`config.mk`:
```
export PLATFORM = sky130hd
export DESIGN_NAME = muldiv_sequencer
export DESIGN_NICKNAME = d
export VERILOG_FILES = /design/src/rtl/muldiv_sequencer.sv
export SDC_FILE = /design/constraint.sdc
export NUM_CORES = 1
export LEC_CHECK = 0
export ABC_AREA = 0
export CAP_MARGIN = 15
export CORE_ASPECT_RATIO = 1.1
export CORE_UTILIZATION = 58
export CTS_CLUSTER_SIZE = 40
export DETAILED_ROUTE_END_ITERATION = 10
export PLACE_DENSITY = 0.8
export SETUP_SLACK_MARGIN = 0.4
export SYNTH_ARGS = -nofsm -noshare
export SYNTH_HDL_FRONTEND = slang
export SYNTH_SLANG_ARGS = --single-unit
```
`constraint.sdc`:
```
create_clock -name clk -period 4.9 [get_ports clk]
set_input_delay 0.98 -clock clk [delete_from_list [all_inputs] [get_ports clk]]
set_output_delay 0.98 -clock clk [all_outputs]
set_load 0.01 [all_outputs]
```
`src/rtl/muldiv_sequencer.sv`:
```
// Multi-cycle MULT/DIV sequencer owning HI/LO: 32-step shift-add multiply and restoring divide.
// Optional feature macro MULDIV_SIGNED_EN: honour is_unsigned and compile in signed magnitude/sign-fix logic.
module muldiv_sequencer #(
  parameter int WIDTH = 32
) (
  input  logic             clk,
  input  logic             rst_n,
  input  logic             start,
  input  logic [3:0]       ula_op,
  input  logic             is_unsigned,
  input  logic [WIDTH-1:0] op_a,
  input  logic [WIDTH-1:0] op_b,
  output logic             stall,
  output logic [WIDTH-1:0] result,
  output logic             done,
  output logic             div_zero
);

  localparam int CNT_W = (WIDTH > 1) ? $clog2(WIDTH) : 1;
  localparam logic [CNT_W-1:0] LAST_STEP = CNT_W'(WIDTH - 1);

  localparam logic [3:0] OP_MULT = 4'b1000;
  localparam logic [3:0] OP_DIV  = 4'b1001;
  localparam logic [3:0] OP_MFLO = 4'b1010;
  localparam logic [3:0] OP_MFHI = 4'b1011;

  typedef enum logic [1:0] {
    IDLE = 2'd0,
    CALC = 2'd1,
    FIX  = 2'd2
  } state_t;

  state_t             state_q, state_d;
  logic [CNT_W-1:0]   cnt_q, cnt_d;
  logic [WIDTH-1:0]   hi_q, hi_d;
  logic [WIDTH-1:0]   lo_q, lo_d;
  logic               dz_q, dz_d;
  logic [2*WIDTH-1:0] acc_q, acc_d;
  logic [WIDTH-1:0]   dvs_q, dvs_d;
  logic               is_div_q, is_div_d;

  logic               is_muldiv;
  logic               accept;
  logic [WIDTH-1:0]   a_mag, b_mag;
  logic [WIDTH-1:0]   addend;
  logic [WIDTH:0]     mul_sum;
  logic [2*WIDTH:0]   div_sh;
  logic [WIDTH:0]     div_trial;
  logic [2*WIDTH-1:0] prod_fix;
  logic [WIDTH-1:0]   quot_fix, rem_fix;

  assign is_muldiv = (ula_op == OP_MULT) || (ula_op == OP_DIV);
  assign accept    = start && is_muldiv;

`ifdef MULDIV_SIGNED_EN
  function automatic logic [WIDTH-1:0] neg_word(input logic [WIDTH-1:0] v, input logic neg);
    logic signed [WIDTH-1:0] sv;
    sv = v;
    return neg ? -sv : sv;
  endfunction

  function automatic logic [2*WIDTH-1:0] neg_dword(input logic [2*WIDTH-1:0] v, input logic neg);
    logic signed [2*WIDTH-1:0] sv;
    sv = v;
    return neg ? -sv : sv;
  endfunction

  logic a_neg, b_neg;
  logic neg_q, neg_d;
  logic rneg_q, rneg_d;

  assign a_neg = ~is_unsigned & op_a[WIDTH-1];
  assign b_neg = ~is_unsigned & op_b[WIDTH-1];
  assign a_mag = neg_word(op_a, a_neg);
  assign b_mag = neg_word(op_b, b_neg);

  // Product and quotient share the a^b sign; the remainder follows the dividend.
  always_comb begin
    neg_d  = neg_q;
    rneg_d = rneg_q;
    if (state_q == IDLE && accept) begin
      neg_d  = a_neg ^ b_neg;
      rneg_d = a_neg;
    end
  end

  always_ff @(posedge clk) begin
    neg_q  <= neg_d;
    rneg_q <= rneg_d;
  end

  assign prod_fix = neg_dword(acc_q, neg_q);
  assign quot_fix = neg_word(acc_q[WIDTH-1:0], neg_q);
  assign rem_fix  = neg_word(acc_q[2*WIDTH-1:WIDTH], rneg_q);
`else
  logic unused_is_unsigned;

  assign unused_is_unsigned = is_unsigned;
  assign a_mag    = op_a;
  assign b_mag    = op_b;
  assign prod_fix = acc_q;
  assign quot_fix = acc_q[WIDTH-1:0];
  assign rem_fix  = acc_q[2*WIDTH-1:WIDTH];
`endif

  assign addend    = acc_q[0] ? dvs_q : {WIDTH{1'b0}};
  assign mul_sum   = {1'b0, acc_q[2*WIDTH-1:WIDTH]} + {1'b0, addend};
  assign div_sh    = {acc_q, 1'b0};
  assign div_trial = div_sh[2*WIDTH:WIDTH] - {1'b0, dvs_q};

  always_comb begin
    state_d  = state_q;
    cnt_d    = cnt_q;
    hi_d     = hi_q;
    lo_d     = lo_q;
    dz_d     = dz_q;
    acc_d    = acc_q;
    dvs_d    = dvs_q;
    is_div_d = is_div_q;
    case (state_q)
      IDLE: begin
        if (accept) begin
          state_d  = CALC;
          cnt_d    = '0;
          is_div_d = (ula_op == OP_DIV);
          if (ula_op == OP_DIV) begin
            dvs_d = b_mag;
            acc_d = {{WIDTH{1'b0}}, a_mag};
          end else begin
            dvs_d = a_mag;
            acc_d = {{WIDTH{1'b0}}, b_mag};
            dz_d  = 1'b0;
          end
        end
      end
      CALC: begin
        cnt_d = cnt_q + CNT_W'(1);
        if (is_div_q) begin
          // Upper half is the partial remainder, lower half shifts the dividend out and quotient bits in.
          if (div_trial[WIDTH]) begin
            acc_d = div_sh[2*WIDTH-1:0];
          end else begin
            acc_d = {div_trial[WIDTH-1:0], div_sh[WIDTH-1:1], 1'b1};
          end
        end else begin
          acc_d = {mul_sum, acc_q[WIDTH-1:1]};
        end
        if (cnt_q == LAST_STEP) begin
          state_d = FIX;
        end
      end
      FIX: begin
        state_d = IDLE;
        if (is_div_q) begin
          // Dividing by zero leaves |a| as remainder, so the dividend-sign fix reproduces op_a exactly.
          hi_d = rem_fix;
          if (dvs_q == '0) begin
            lo_d = {WIDTH{1'b1}};
            dz_d = 1'b1;
          end else begin
            lo_d = quot_fix;
            dz_d = 1'b0;
          end
        end else begin
          {hi_d, lo_d} = prod_fix;
        end
      end
      default: state_d = IDLE;
    endcase
  end

  always_ff @(posedge clk or negedge rst_n) begin
    if (!rst_n) begin
      state_q <= IDLE;
      cnt_q   <= '0;
      hi_q    <= '0;
      lo_q    <= '0;
      dz_q    <= 1'b0;
    end else begin
      state_q <= state_d;
      cnt_q   <= cnt_d;
      hi_q    <= hi_d;
      lo_q    <= lo_d;
      dz_q    <= dz_d;
    end
  end

  always_ff @(posedge clk) begin
    acc_q    <= acc_d;
    dvs_q    <= dvs_d;
    is_div_q <= is_div_d;
  end

  // A request presented during reset is not accepted, so it must not stall the core either.
  assign stall    = (state_q == IDLE && accept && rst_n) || (state_q != IDLE);
  assign done     = (state_q == FIX);
  assign div_zero = dz_q;

  always_comb begin
    result = '0;
    if (ula_op == OP_MFLO) begin
      result = lo_q;
    end else if (ula_op == OP_MFHI) begin
      result = hi_q;
    end
  end

endmodule

```
**After elaboration in Yosys (flattened, before gate mapping)**

Index checks and enable logic that the tools add are counted.

- Muxes and demuxes: 21
- $add $sub $neg: 3
- Eq/ne operators: 11
- Reductions and logical operators: 14

Operators with widths:

| kind | count |
|---|---|
| $mux 32 | 7 |
| $mux 64 | 3 |
| $pmux 64 s2 | 1 |
| $add 32x32->33 | 1 |
| $sub 33x32->33 | 1 |
| $logic_not 32->1 | 1 |
| $eq 4x4->1 const B | 4 |
| $pmux 5 s2 | 1 |
| $ne 2x2->1 const B | 3 |
| $reduce_and 2->1 | 3 |
| $reduce_bool 2->1 | 3 |
| $add 5x1->5 const B | 1 |
| $eq 5x5->1 const B | 1 |
| $mux 5 | 1 |
| $mux 1 | 4 |
| $mux 2 | 2 |
| $pmux 2 s2 | 1 |
| $reduce_and 4->1 | 1 |
| $logic_and 1x1->1 | 3 |
| $eq 2x1->1 const B | 1 |
| $eq 2x2->1 const B | 1 |
| $logic_not 2->1 | 1 |
| $logic_or 1x1->1 | 2 |
| $ne 2x1->1 const B | 1 |
| $pmux 1 s2 | 1 |

- Register bits: 169
- Bits of input ports: 72
- Output and inout bits: 35
- Word-level logic and storage cells: 57

**Depth between registers and ports, before layout**

Gate-level depths: netlist of the first run.

- Depth in word-level cells: 6
- Mapped depth: 15
- Depth with buffers taken out: 13

**Worst setup path before layout of the first run**

No wires, ideal clock.

- Kind: register to register
- From: register acc_q[0]
- To: register acc_q[61], data pin
- Required time: 4626 ps
- Library setup time: 274 ps
- Clock period less this slack: 3629 ps
- Arrival time: 3354 ps
- Path buffers: 1
- Setup slack: 1271 ps
- Cell stages (with the launch flop): 15
- Cell sequence: edfxtp_1 > clkbuf_1 > and2_1 > ha_1 > fa_1 > a21oi_1 > o22ai_1 > o41ai_1 > o22ai_1 > a211o_1 > a21o_1 > a31o_2 > xor2_1 > o21ai_0 > a31oi_1

- Longest elaborated chain between the ends: 4

Ends and longest elaborated chain:

| what | line | source |
|---|---|---|
| from (decl) | 38 | `logic [2*WIDTH-1:0] acc_q, acc_d;` |
| from (signal assigned) | 189 | `acc_q <= acc_d;` |
| $mux 32 | 106 | `assign addend = acc_q[0] ? dvs_q : {WIDTH{1'b0}};` |
| $add 32x32->33 | 107 | `assign mul_sum = {1'b0, acc_q[2*WIDTH-1:WIDTH]} + {1'b0, addend};` |
| $mux 64 | 138 | `if (is_div_q) begin` |
| $pmux 64 s2 | 120 | `case (state_q)` |

Every way passes these cells.
A chain may end at the register's enable or synchronous reset.

**Worst setup path after layout of the first run**

- From: input ula_op[3]
- To: output result[14]

- Longest elaborated chain between the ends: 3
- Elaborated cells on any way between the ends: 4
- Classes of those cells: eq/ne (2); mux (2)

Ends and longest elaborated chain:

| what | line | source |
|---|---|---|
| from (decl) | 9 | `input logic [3:0] ula_op,` |
| $eq 4x4->1 | 203 | `end else if (ula_op == OP_MFHI) begin` |
| $mux 32 | 203 |  |
| $mux 32 * | 201 | `if (ula_op == OP_MFLO) begin` |
| to (decl) | 14 | `output logic [WIDTH-1:0] result,` |

Mark *: on every way between the ends. The rest lies on a longest branch, timed or not.

==> flow_summary_export.csv, run 1 <==
group,metric,value,unit
global_routing,grt_max_degree,116,
floorplan,chipHeight,152.1,µm
min_path,hp-class,"reg -> reg",
floorplan,die_area,21060,µm²
synthesis,syn-num-nets,1484,
timing,hold_slack,0.5179,ns
synthesis,syn_area,11880,µm²
clock_network,cts_buffer_depth,2,
cells_and_area,fin_cells,1665,
setup_path,endpoint_kind,"output pin",
clock_network,post_cts.repair.setup_buffers,0,
placed_design,portBuffers,105,
drt,avgViaCountPerCell,6.217,
drt,drc_errors,0,
drt,ant_nets,0,
timing,final.period_utilization,82.95,%
setup_path,rrSetupSlack,0.91,ns
placed_design,post-place-cells,1633,
floorplan,core_area,19930,µm²
clock_network,ctsHtreeMaxLevel,4,
clock_network,cts_buffers,17,
power_and_ir_drop,seqPwrFrac,30.1,%
placed_design,place_congestion,0.9496,
setup_path,slowest_delay,0.55,ns
synthesis,ys_top_cells_by_area,"edfxtp_1 25%, dfrtp_1 15%, ha_1 7.0%, nand2_1 6.7%, a21oi_1 4.5%",
power_and_ir_drop,cellLeakagePower,0.005808,µW
global_routing,grt_pass1_wl,51.31,mm
synthesis,ys.warnings.count,0,
clock_network,cts_tree,"built",
cells_and_area,final_layout_size_suffix_gt1_share,7.219,%
setup_path,cp_data_arrival_time,3.08,ns
timing,finalSetupViolCount,0,
global_routing,grt.overflow.total,0,
power_and_ir_drop,peakVddDrop,0.3628,mV
placed_design,post-dp-hpwl,22.84,mm
synthesis,synth_seq_area_share,39.68,%
timing,max-slew-margin-rel,23.84,%
setup_path,rr_startpoint,"dvs_q[1]",
setup_path,endpoint,"result[14]",
power_and_ir_drop,p_switching,3513,µW
drt,dr.pass1.iters,5,
global_routing,antenna_found_initial,0,
drt,drtIter0Drc,805,
clock_network,hold_buffers,0,
cells_and_area,finish.utilization,68.52,%
setup_path,cp.required,3.92,ns
setup_path,start_kind,"input pin",
timing,finClkSkew,0.01297,ns
cells_and_area,n_antenna_cell,0,
clock_network,post_cts_resized,0,
power_and_ir_drop,internal-power,4643,µW
setup_path,critPathLaunch,"ula_op[3]",
setup_path,cp_top_family,"buffers and inverters",
setup_path,crit_path_frequent_cell,"clkdlybuf4s50_1",
clock_network,path_clk_slew,0.07,ns
job,drv_cap,0,
setup_path,worstPathCellList,"clkdlybuf4s50_1, nor2b_1, and3_1, buf_4, a22o_1, clkdlybuf4s50_1",
setup_path,r2r_cells,12,
timing,fmax,246.0,MHz
cells_and_area,syn_to_final_growth,14.94,%
synthesis,synth_top_area_share,24.52,%
synthesis,synth-seq-cells,169,
outcome,status,"finished clean",
placed_design,place_area,13090,µm²
synthesis,synth_top_flop_cell,"edfxtp_1",
timing,min_period,4.064,ns
clock_network,clockRootBuffer,"clkbuf_16",
global_routing,first_global_vias,9842,
drt,dr_total_vias,10350,
setup_path,path_class,"in -> out",
timing,tns,0,ns
clock_network,clk_latency,0.44,ns
power_and_ir_drop,pwr_density_cell,597.2,nW/µm²
synthesis,async_reset_ff_share,42.60,%
synthesis,synth_edf_count,97,
power_and_ir_drop,switching_share,43.07,%
synthesis,yosys.area.top_type,"edfxtp_1",
timing,grt_setup_unrepaired,"false",
setup_path,critPathBufInv,3,
timing,tightestPinTransition,1.142,ns
floorplan,initial_core_util,59.61,%
cells_and_area,stdcell_area,13660,µm²
cells_and_area,nets,1540,
power_and_ir_drop,pwr-share-comb,53.6,%
timing,hold_viol,0,
drt,routedWlPerCell,19.06,µm
setup_path,cp_num_cells,6,
synthesis,synth.distinct_cells,67,
clock_network,clock-sinks,169,
synthesis,postSynthCellCount,1344,
setup_path,slowest_stage,"clkdlybuf4s50_1",
setup_path,cp_max_fo,32,
global_routing,grt_usage,30.96,%
drt,wl,31.73,mm
setup_path,timing.rr.end,"acc_q[61]",
floorplan,fp-row-count,54,
power_and_ir_drop,power_frac_clock,16.3,%
floorplan,die_w,138.5,µm
synthesis,postSynthAreaPerCell,8.840,µm²
timing,drv_slew,0,
floorplan,pin_count,107,
cell usage after synthesis, types with 3 or more instances:
master / count
dfrtp_1: 72
o21a_1: 5
or2_2: 4
nand3b_1: 5
or3_1: 6
nand3_1: 19
a22o_1: 32
o41ai_1: 3
nand2_1: 213
xor2_1: 22
ha_1: 66
a31oi_1: 42
a21o_1: 31
nor2b_1: 43
a21oi_1: 108
inv_1: 46
edfxtp_1: 97
o22ai_1: 3
a211o_1: 4
nor4_1: 10
buf_1: 5
o31ai_1: 3
mux2i_1: 23
and2_1: 35
xnor2_1: 37
nand4_1: 11
nor3_1: 12
nor2_1: 111
o21bai_1: 3
o211ai_1: 10
clkbuf_1: 76
mux2_2: 33
and3_1: 6
nand2b_1: 15
a211oi_1: 46
o21ai_0: 48
sequential cells by signal, indices dropped and copies added (netlist names):
signal,cells
div_zero,1
lo_q,32
is_div_q,1
acc_q,64
state_q,2
dvs_q,32
hi_q,32
cnt_q,5
cells in the final DEF (no fill, tap or decap), types with 6 or more instances in the layout:
master | netlist | layout
a21o_1 | 31 | 31
nand3_1 | 19 | 19
nor2_1 | 111 | 110
xnor2_1 | 37 | 37
dfrtp_1 | 72 | 72
nor3_1 | 12 | 11
xor2_1 | 22 | 22
nand4_1 | 11 | 11
clkbuf_16 | 0 | 17
o21ai_0 | 48 | 48
ha_1 | 66 | 66
mux2i_1 | 23 | 23
and2_1 | 35 | 35
clkdlybuf4s50_1 | 0 | 104
mux2_2 | 33 | 33
edfxtp_1 | 97 | 97
a22o_1 | 32 | 32
inv_1 | 46 | 45
o211ai_1 | 10 | 10
nand2_1 | 213 | 212
a21oi_1 | 108 | 108
a211oi_1 | 46 | 46
nand2b_1 | 15 | 14
or3_1 | 6 | 6
nor4_1 | 10 | 10
nor2b_1 | 43 | 42
and3_1 | 6 | 6
a31oi_1 | 42 | 42
buf_4 | 2 | 17
final cells by class:
cell class              instances  area (µm²)
repair buffers                123        1209
inverters                      46       172.7
fillers                      1506        6275
clock buffers                  17       425.4
multi-input cells            1043        6674
well taps                     252       315.3
flip-flops and latches        169        4715
clock inverters                15       146.4
kinds of logic after synthesis:
kind of cell | synth area share (%)
adders and majority gates | 7.287
AOI/OAI and AO/OA | 19.88
xor gates and xnor gates | 4.349
muxes | 5.286
DFF | 39.68
and+or+nand+nor | 19.15
buffers and inverters | 4.370
stage by stage:
step	total power, µW	setup WS (ns)
3_5_place_dp	6744	0.8640
2_1_floorplan	5690	1.272
6_report	8155	0.8355
4_1_cts	8096	0.8439
3_3_place_gp	6653	0.9139
5_1_grt	8699	0.7052
power by group through the flow:
stage	clock network [µW]	registers (µW)	logic, µW
5_1_grt	1380	2480	4840
2_1_floorplan	0	2300	3390
4_1_cts	1330	2440	4330
3_3_place_gp	0	2450	4200
6_report	1330	2450	4380
3_5_place_dp	0	2460	4280
routing by layer:
metal / GRT usage, % / routed length (µm) / up-vias
met3: 4.066 / 2137 / 49
met5: 0 / 0 / -
met1: 43.15 / 14010 / 4928
li1: - / - / 4938
met2: 49.63 / 14830 / 437
met4: 11.08 / 750 / 0
how the worst min path moves through the flow:
| stage | cells past startpoint | startpoint | slack, ns | end |
|---|---|---|---|---|
| global route | 1 | hi_q[15] | 0.53 | hi_q[15] |
| finish | 1 | hi_q[15] | 0.52 | hi_q[15] |
| global placement | 1 | hi_q[0] | 0.49 | hi_q[0] |
| detailed placement | 1 | hi_q[1] | 0.50 | hi_q[1] |
| floorplan | 1 | cnt_q[2] | 0.47 | cnt_q[2] |
| CTS | 1 | hi_q[1] | 0.52 | hi_q[1] |
Power figures use the tool's default switching activity.
==> run 2, diff against run 1 <==
CORE_UTILIZATION = 53   (was 58)
PLACE_DENSITY = 0.77   (was 0.8)
clock period = 3.5 ns   (was 4.9 ns; I/O delays follow)
==> run 2 against run 1 <==
Compared with the run above:
- via count grew 5.7%
- the run now ends with design-rule violations left
- design area grew 9.3%
- sequential share of layout area shrank 2.9 points
==> flow_summary_export.csv, run 2 (synthesized netlist as in run 1, its figures left out) <==
group,metric,value,unit
setup_path,crit_path_frequent_cell,"buf_4",
timing,finalSetupViolCount,0,
timing,fmax,288.4,MHz
clock_network,clock-sinks,169,
cells_and_area,top_register,"acc_q",
timing,grt_setup_unrepaired,"true",
clock_network,hold_buffers,0,
timing,final.period_utilization,99.06,%
placed_design,place_area,13780,µm²
floorplan,fp-row-count,57,
min_path,hp-class,"in -> async",
clock_network,clockRootBuffer,"clkbuf_16",
global_routing,grt.overflow.total,0,
power_and_ir_drop,switching_share,41.77,%
setup_path,start_kind,"flop",
setup_path,worstPathCellList,"buf_4, and2_4, ha_4, fa_2, a21oi_4, o22ai_4, o41ai_4, buf_4, o211a_4, o211ai_1, a21oi_2, buf_4, buf_6, xnor2_2, nand3_1, o31ai_1",
power_and_ir_drop,p_switching,5458,µW
clock_network,cts_tree,"built",
timing,tightestPinTransition,1.081,ns
drt,dr.pass1.iters,8,
cells_and_area,finish.utilization,67.72,%
floorplan,core_area,22040,µm²
clock_network,cts_buffers,17,
global_routing,grt_usage,31.76,%
clock_network,cts_buffer_depth,2,
setup_path,slowest_delay,0.41,ns
drt,ant_nets,0,
floorplan,die_w,144.8,µm
power_and_ir_drop,pwr_density_cell,875.5,nW/µm²
timing,drv_slew,0,
timing,max-slew-margin-rel,27.94,%
global_routing,grt_max_degree,97,
drt,avgViaCountPerCell,6.051,
placed_design,portBuffers,105,
setup_path,slowest_stage,"fa_2",
drt,drtIter0Drc,851,
setup_path,cp_max_fo,3,
floorplan,pin_count,107,
cells_and_area,n_antenna_cell,0,
setup_path,cp_data_arrival_time,3.63,ns
cells_and_area,stdcell_area,14920,µm²
power_and_ir_drop,power_frac_clock,15.4,%
placed_design,place_congestion,0.9636,
setup_path,cp_top_family,"compound AO/OA/AOI/OAI gates",
job,drv_cap,0,
placed_design,post-place-cells,1748,
drt,drc_errors,1,
cells_and_area,largest_register_ffs,64,
clock_network,ctsHtreeMaxLevel,4,
setup_path,critPathBufInv,4,
clock_network,clk_latency,0.44,ns
drt,routedWlPerCell,19.64,µm
cells_and_area,fin_cells,1808,
drt,wl,35.50,mm
placed_design,post-dp-hpwl,24.66,mm
drt,dr_total_vias,10940,
floorplan,chipHeight,159.0,µm
cells_and_area,final_layout_size_suffix_gt1_share,18.77,%
clock_network,path_clk_slew,0.07,ns
timing,min_period,3.467,ns
global_routing,grt_pass1_wl,56.02,mm
timing,finClkSkew,0.007694,ns
cells_and_area,syn_to_final_growth,25.61,%
power_and_ir_drop,internal-power,7609,µW
power_and_ir_drop,pwr-share-comb,59.8,%
setup_path,cp.required,3.66,ns
power_and_ir_drop,peakVddDrop,0.4321,mV
cells_and_area,nets,1640,
outcome,status,"finished, violations left",
power_and_ir_drop,seqPwrFrac,24.9,%
setup_path,path_class,"reg -> reg",
global_routing,antenna_found_initial,0,
global_routing,first_global_vias,10540,
cells_and_area,final_common_cell,"nand2_1",
timing,hold_slack,0.06202,ns
outcome,violations,"design-rule violations",
power_and_ir_drop,cellLeakagePower,0.006514,µW
setup_path,endpoint_kind,"flop",
floorplan,initial_core_util,53.91,%
floorplan,die_area,23020,µm²
timing,hold_viol,0,
cells_and_area,final_cell_mix,"210 x nand2_1, 107 x nor2_1, 97 x a21oi_1, 97 x edfxtp_1, 94 x buf_4",
[run 2: metal layers]
layer,global-route usage (%),up-vias,wire length [µm]
met5,0,-,0
met2,51.44,462,17120
met4,11.10,0,1215
met1,43.52,5246,14830
met3,4.150,88,2347
li1,-,5145,-
[run 2: per-stage QoR]
step | setup slack, ns | TNS [ns] | total power, µW
2_1_floorplan | 0.2453 | 0 | 8050
3_3_place_gp | -0.08534 | -0.2696 | 9864
3_5_place_dp | -0.1508 | -1.080 | 10010
4_1_cts | 0.003323 | 0 | 12610
5_1_grt | -0.07817 | -0.3189 | 13830
6_report | 0.03282 | 0 | 13070
[run 2: final timing paths]
check | endpoint | startpoint | slack, ns | cells after the start
max reg2reg | acc_q[55] | dvs_q[0] | 0.03 | 16
min in group clk | hi_q[11] | hi_q[11] | 0.51 | 1
max in group asynchronous | hi_q[10] | rst_n | 2.36 | 2
min reg2reg | hi_q[11] | hi_q[11] | 0.51 | 1
max | acc_q[55] | dvs_q[0] | 0.03 | 16
min | hi_q[31] | rst_n | 0.06 | 1
[run 2: layout make-up]
cell class / count / area, µm²
Inverter: 46 / 172.7
Clock buffer: 18 / 429.2
Multi-Input combinational cell: 1044 / 7067
Timing Repair Buffer: 222 / 1982
Clock inverter: 14 / 190.2
Fill cell: 1692 / 7113
Sequential cell: 169 / 4715
Tap cell: 295 / 369.1
[run 2: power by group through the flow]
| stage | registers (µW) | clock network [µW] | logic (µW) |
|---|---|---|---|
| after floorplan | 3210 | 0 | 4840 |
| after global placement | 3250 | 0 | 6610 |
| after detailed placement | 3260 | 0 | 6750 |
| after CTS | 3240 | 2020 | 7360 |
| after global routing | 3300 | 2090 | 8450 |
| final | 3250 | 2010 | 7810 |
[run 2: worst reg2reg max path, cell delays in order, from the launching register on]
cell      delay, ns
edfxtp_1       0.40
buf_4          0.15
and2_4         0.15
ha_4           0.17
fa_2           0.41
a21oi_4        0.20
o22ai_4        0.12
o41ai_4        0.36
buf_4          0.19
o211a_4        0.17
o211ai_1       0.18
a21oi_2        0.26
buf_4          0.15
buf_6          0.09
xnor2_2        0.05
nand3_1        0.09
o31ai_1        0.06
[run 2: repair_timing]
action,CTS,global route
buffers inserted,14,10
pin swaps,27,33
endpoints found under the setup margin,66,57
gates cloned,4,0
gates resized for setup,77,88
==> RTL edit 1: new RTL, config.mk and constraints of run 1 <==
Set the parameter `WIDTH` to 16 (it was 32).
--- a/src/rtl/muldiv_sequencer.sv
+++ b/src/rtl/muldiv_sequencer.sv
@@ -2,5 +2,5 @@
 // Optional feature macro MULDIV_SIGNED_EN: honour is_unsigned and compile in signed magnitude/sign-fix logic.
 module muldiv_sequencer #(
-  parameter int WIDTH = 32
+  parameter int WIDTH = 16
 ) (
   input  logic             clk,
Interface: changed (resized op_a, op_b and result); port bits go from 107 to 59. No check against the original RTL was run, so the function may have changed too.
==> RTL edit 1 against run 1 <==
- register-to-register slack improved by 0.61 ns
- sequential power down 40%
- sequential share of layout area grew 0.52 points
- fmax increased by 0.55%
- setup slack improved by 0.022 ns
- global-route usage rose by 0.80 points
- non-clock buffer count decreased by 56
- design area decreased by 49%
- combinational power down 48%
- area after synthesis fell by 49%
- total power shrank 48%
- via count down 49%
- sequential cell count down 81
- wire length fell by 48%
- critical path type unchanged
- largest power group unchanged
==> RTL edit 1: results (changes against run 1) <==
Parameter                              Value

Synthesis
  Cell types with the largest area share after synthesis    edfxtp_1 24%, dfrtp_1 16%, ha_1 6.8%
  Post-synthesis async set-or-reset flop share    44.3% (+1.7 points)
  Post-synthesis cell type count    64 (-4.5%)
  Seq/Total Area, Yosys    40.1% (+0.42 points)
  Fraction of synthesized cell area in xor and xnor cells    4.00% (-0.35 points)
  Number of enable-type register cells in the synthesized netlist    49 (-49%)
  Syn Inst Count    672 (-50%)
  Share of cell area taken by muxes after synthesis    4.96% (-0.33 points)

Detailed routing
  Routed length on met1    6580 µm (-53%)
  DR WL met3    876 µm (-59%)
  Count of routing violations after the opening detailed-route iteration    480 (-40%)
  Via-per-instance ratio    6.18 (-0.54%)
  First-pass iteration count of the detailed router    6 (+1)
  Routed met2 length    8170 µm (-45%)

Setup path
  Critical path endpoint    result[1]
  Data arrival time of the critical path    3.06 ns (-0.02 ns)
  Reg-to-Reg End    acc_q[29]$_SDFFCE_PN0P_
  Register-to-register setup slack    1.52 ns (+0.61 ns)
  Crit Reg-Reg Startpoint    acc_q[0]$_DFFE_PP_
  Reg2reg path depth    10 (-2)
  Biggest fanout along the worst timing path    16 (-50%)

Min path
  Worst hold path endpoint    cnt_q[2]$_DFFE_PN0P_
  Worst Hold Launch    cnt_q[2]$_DFFE_PN0P_

Clock tree
  Number of buffers inserted during clock tree synthesis    9 (-8)

Final layout
  Net count reported at finish    789 (-49%)
  Share of layout cells above drive strength 1    7.79% (+0.57 points)

Placed design
  Count of buffers from port buffering    57 (-46%)
  DP Worst Slack    0.875 ns (+0.0113 ns)
  Placed Instances    843 (-48%)
  Total cell area at the placement stage    6790 µm² (-48%)

Global routing
  Grt met2 use    53.2% (+3.6 points)
  Largest net degree at the start of global routing    60 (-48%)
  Global-route wire length before repair    25900 µm (-50%)
  Total routing usage reported by global routing    31.8% (+0.80 points)
  Met1 demand-to-capacity share in global routing    40.4% (-2.8 points)

Timing
  Clock skew after layout    0.0132 ns (+0.000214 ns)
  Smallest setup slack after layout    0.858 ns (+0.0224 ns)
  Final hold slack    0.511 ns (-0.00693 ns)
  Worst rel slew slack    41.2% (+17 points)

Power and ir drop
  Leakage power figure    2.94 nW (-49%)
  Worst ir drop on vdd    0.309 mV (-15%)

Outcome
  Status    completed
## RTL edit 1: changes by cell type after synthesis, sizes merged, moves of 27 or more
cell           run 1  this run
nand2            213       109
a21oi            109        52
nor2             111        54
edfxtp            97        49
clkbuf            76        31
dfrtp             72        39
ha                66        33
a211oi            47        20
## RTL edit 1: cell type report
type	count	area, µm²
Clock buffer	12	166
Clock inverter	4	31.3
Fill cell	803	3050
Inverter	21	78.8
Multi-Input combinational cell	527	3440
Sequential cell	88	2450
Tap cell	140	175
Timing Repair Buffer	67	641
## RTL edit 1: worst max-delay path, cell delays in order
cell and delay [ns]:
clkdlybuf4s50_1 0.44, nor2b_1 0.26, and3_1 0.58, a22o_1 0.25, clkdlybuf4s50_1 0.55
## RTL edit 1: power by group
part           total [mW]  switching, mW  internal [mW]
sequential           1.48          0.315           1.16
combinational        2.27           1.31          0.967
clock               0.509          0.275          0.234
==> RTL edit 2: new RTL, config.mk and constraints of run 1 <==
Made on the original files. Take the reset off `lo_q` and load it in a clocked block of its own.
--- a/src/rtl/muldiv_sequencer.sv
+++ b/src/rtl/muldiv_sequencer.sv
@@ -175,5 +175,4 @@
       cnt_q   <= '0;
       hi_q    <= '0;
-      lo_q    <= '0;
       dz_q    <= 1'b0;
     end else begin
@@ -181,7 +180,10 @@
       cnt_q   <= cnt_d;
       hi_q    <= hi_d;
-      lo_q    <= lo_d;
       dz_q    <= dz_d;
     end
+  end
+
+  always_ff @(posedge clk) begin
+    lo_q <= lo_d;
   end
 
Behaviour: same outputs for any inputs over 10 cycles, from zero or initial values and one cycle with rst_n low; that may be too few to reach the edited logic, so the function may still have changed.
==> RTL edit 2 against run 1 <==
- wire length grew 0.92%
- design area grew 0.71%
- sequential cell count is the same
- worst hold slack gained 0.0014 ns
- non-clock buffer count grew 2
- area after synthesis grew 0.42%
- combinational power shrank 0.9%
- sequential power grew 2%
- first-iteration DRC count grew 5.7%
- setup slack gained 0.087 ns
- register-to-register slack gained 0.26 ns
- total power grew 0.55%
- largest power group unchanged
==> RTL edit 2: results (changes against run 1) <==
Parameter                              Value

Setup path
  Data arrival time of the critical path    3.00 ns (-0.08 ns)
  Register-to-register setup slack    1.17 ns (+0.26 ns)
  Crit Reg-Reg Startpoint    acc_q[0]$_DFFE_PP_
  Reg2reg path depth    13 (+1)
  Slowest cell on the critical path    clkdlybuf4s50_1

Global routing
  Largest net degree at the start of global routing    104 (-10%)
  Met1 demand-to-capacity share in global routing    43.9% (+0.71 points)
  Total routing usage reported by global routing    31.2% (+0.21 points)
  Grt met2 use    50.0% (+0.34 points)

Synthesis
  Average size of a mapped cell    9.15 µm² (+3.5%)
  Share of cell area taken by muxes after synthesis    4.71% (-0.58 points)
  Number of enable-type register cells in the synthesized netlist    129 (+33%)
  Compound-gate portion of the synthesized area    20.8% (+0.88 points)
  Seq/Total Area, Yosys    40.9% (+1.2 points)
  Post-synthesis async set-or-reset flop share    23.7% (-19 points)
  Cell types with the largest area share after synthesis    edfxtp_1 32%, dfrtp_1 8.4%, nand2_1 7.2%
  Post-synthesis cell type count    71 (+6.0%)
  Adder-cell area share of the yosys netlist    7.26% (-0.031 points)

Detailed routing
  Via-per-instance ratio    6.26 (+0.62%)
  Count of routing violations after the opening detailed-route iteration    851 (+5.7%)
  Aggregate routed wire length    32000 µm (+0.92%)
  DR WL met3    2600 µm (+22%)
  Post-detailed-route wirelength per cell    19.5 µm (+2.4%)
  Routed met2 length    14800 µm (-0.26%)
  Routed length on met1    14000 µm (-0.39%)

Placed design
  HPWL after detailed placement    23300 µm (+2.0%)
  Placed Instances    1609 (-1.5%)
  Routability Congestion    0.930 (-2.1%)
  Total cell area at the placement stage    13200 µm² (+0.64%)

Outcome
  Status    completed

Power and ir drop
  Proportion of total power due to net switching    42.6% (-0.45 points)
  Leakage power figure    5.81 nW (about the same)
  Sequential share of power    30.5% (+0.4 points)
  Worst ir drop on vdd    0.383 mV (+5.4%)

Min path
  Worst Hold Launch    hi_q[31]$_DFFE_PN0P_
  Worst hold path endpoint    hi_q[31]$_DFFE_PN0P_

Timing
  Clock skew after layout    0.0122 ns (-0.000806 ns)

Floorplan
  Initial cell density of the core    59.7% (about the same)

Final layout
  Share of layout cells above drive strength 1    10.4% (+3.1 points)

Clock tree
  Setup bufs post-CTS    0 (unchanged)
[RTL edit 2: cell count changes in the layout (fill, tap and decap cells not counted), sizes merged, moves of 9 or more]
cell / delta
edfxtp: +32
nor3: +9
o21ai: +16
nor2: -70
or2: +34
dfrtp: -32
nand2: +16
a21oi: -22
[RTL edit 2: through the flow]
step / hold slack, ns / setup WS [ns]
floorplan: 0.450 / 1.46
global placement: 0.470 / 0.931
detailed placement: 0.491 / 0.939
CTS: 0.517 / 0.939
global route: 0.537 / 0.861
finish: 0.519 / 0.923
[RTL edit 2: final cells by class]
type | count | area (µm²)
well taps | 252 | 315
inverters | 53 | 199
flip-flops and latches | 169 | 4870
repair buffers | 125 | 1200
clock inverters | 14 | 155
multi-input cells | 1010 | 6580
fillers | 1553 | 6250
clock buffers | 18 | 429
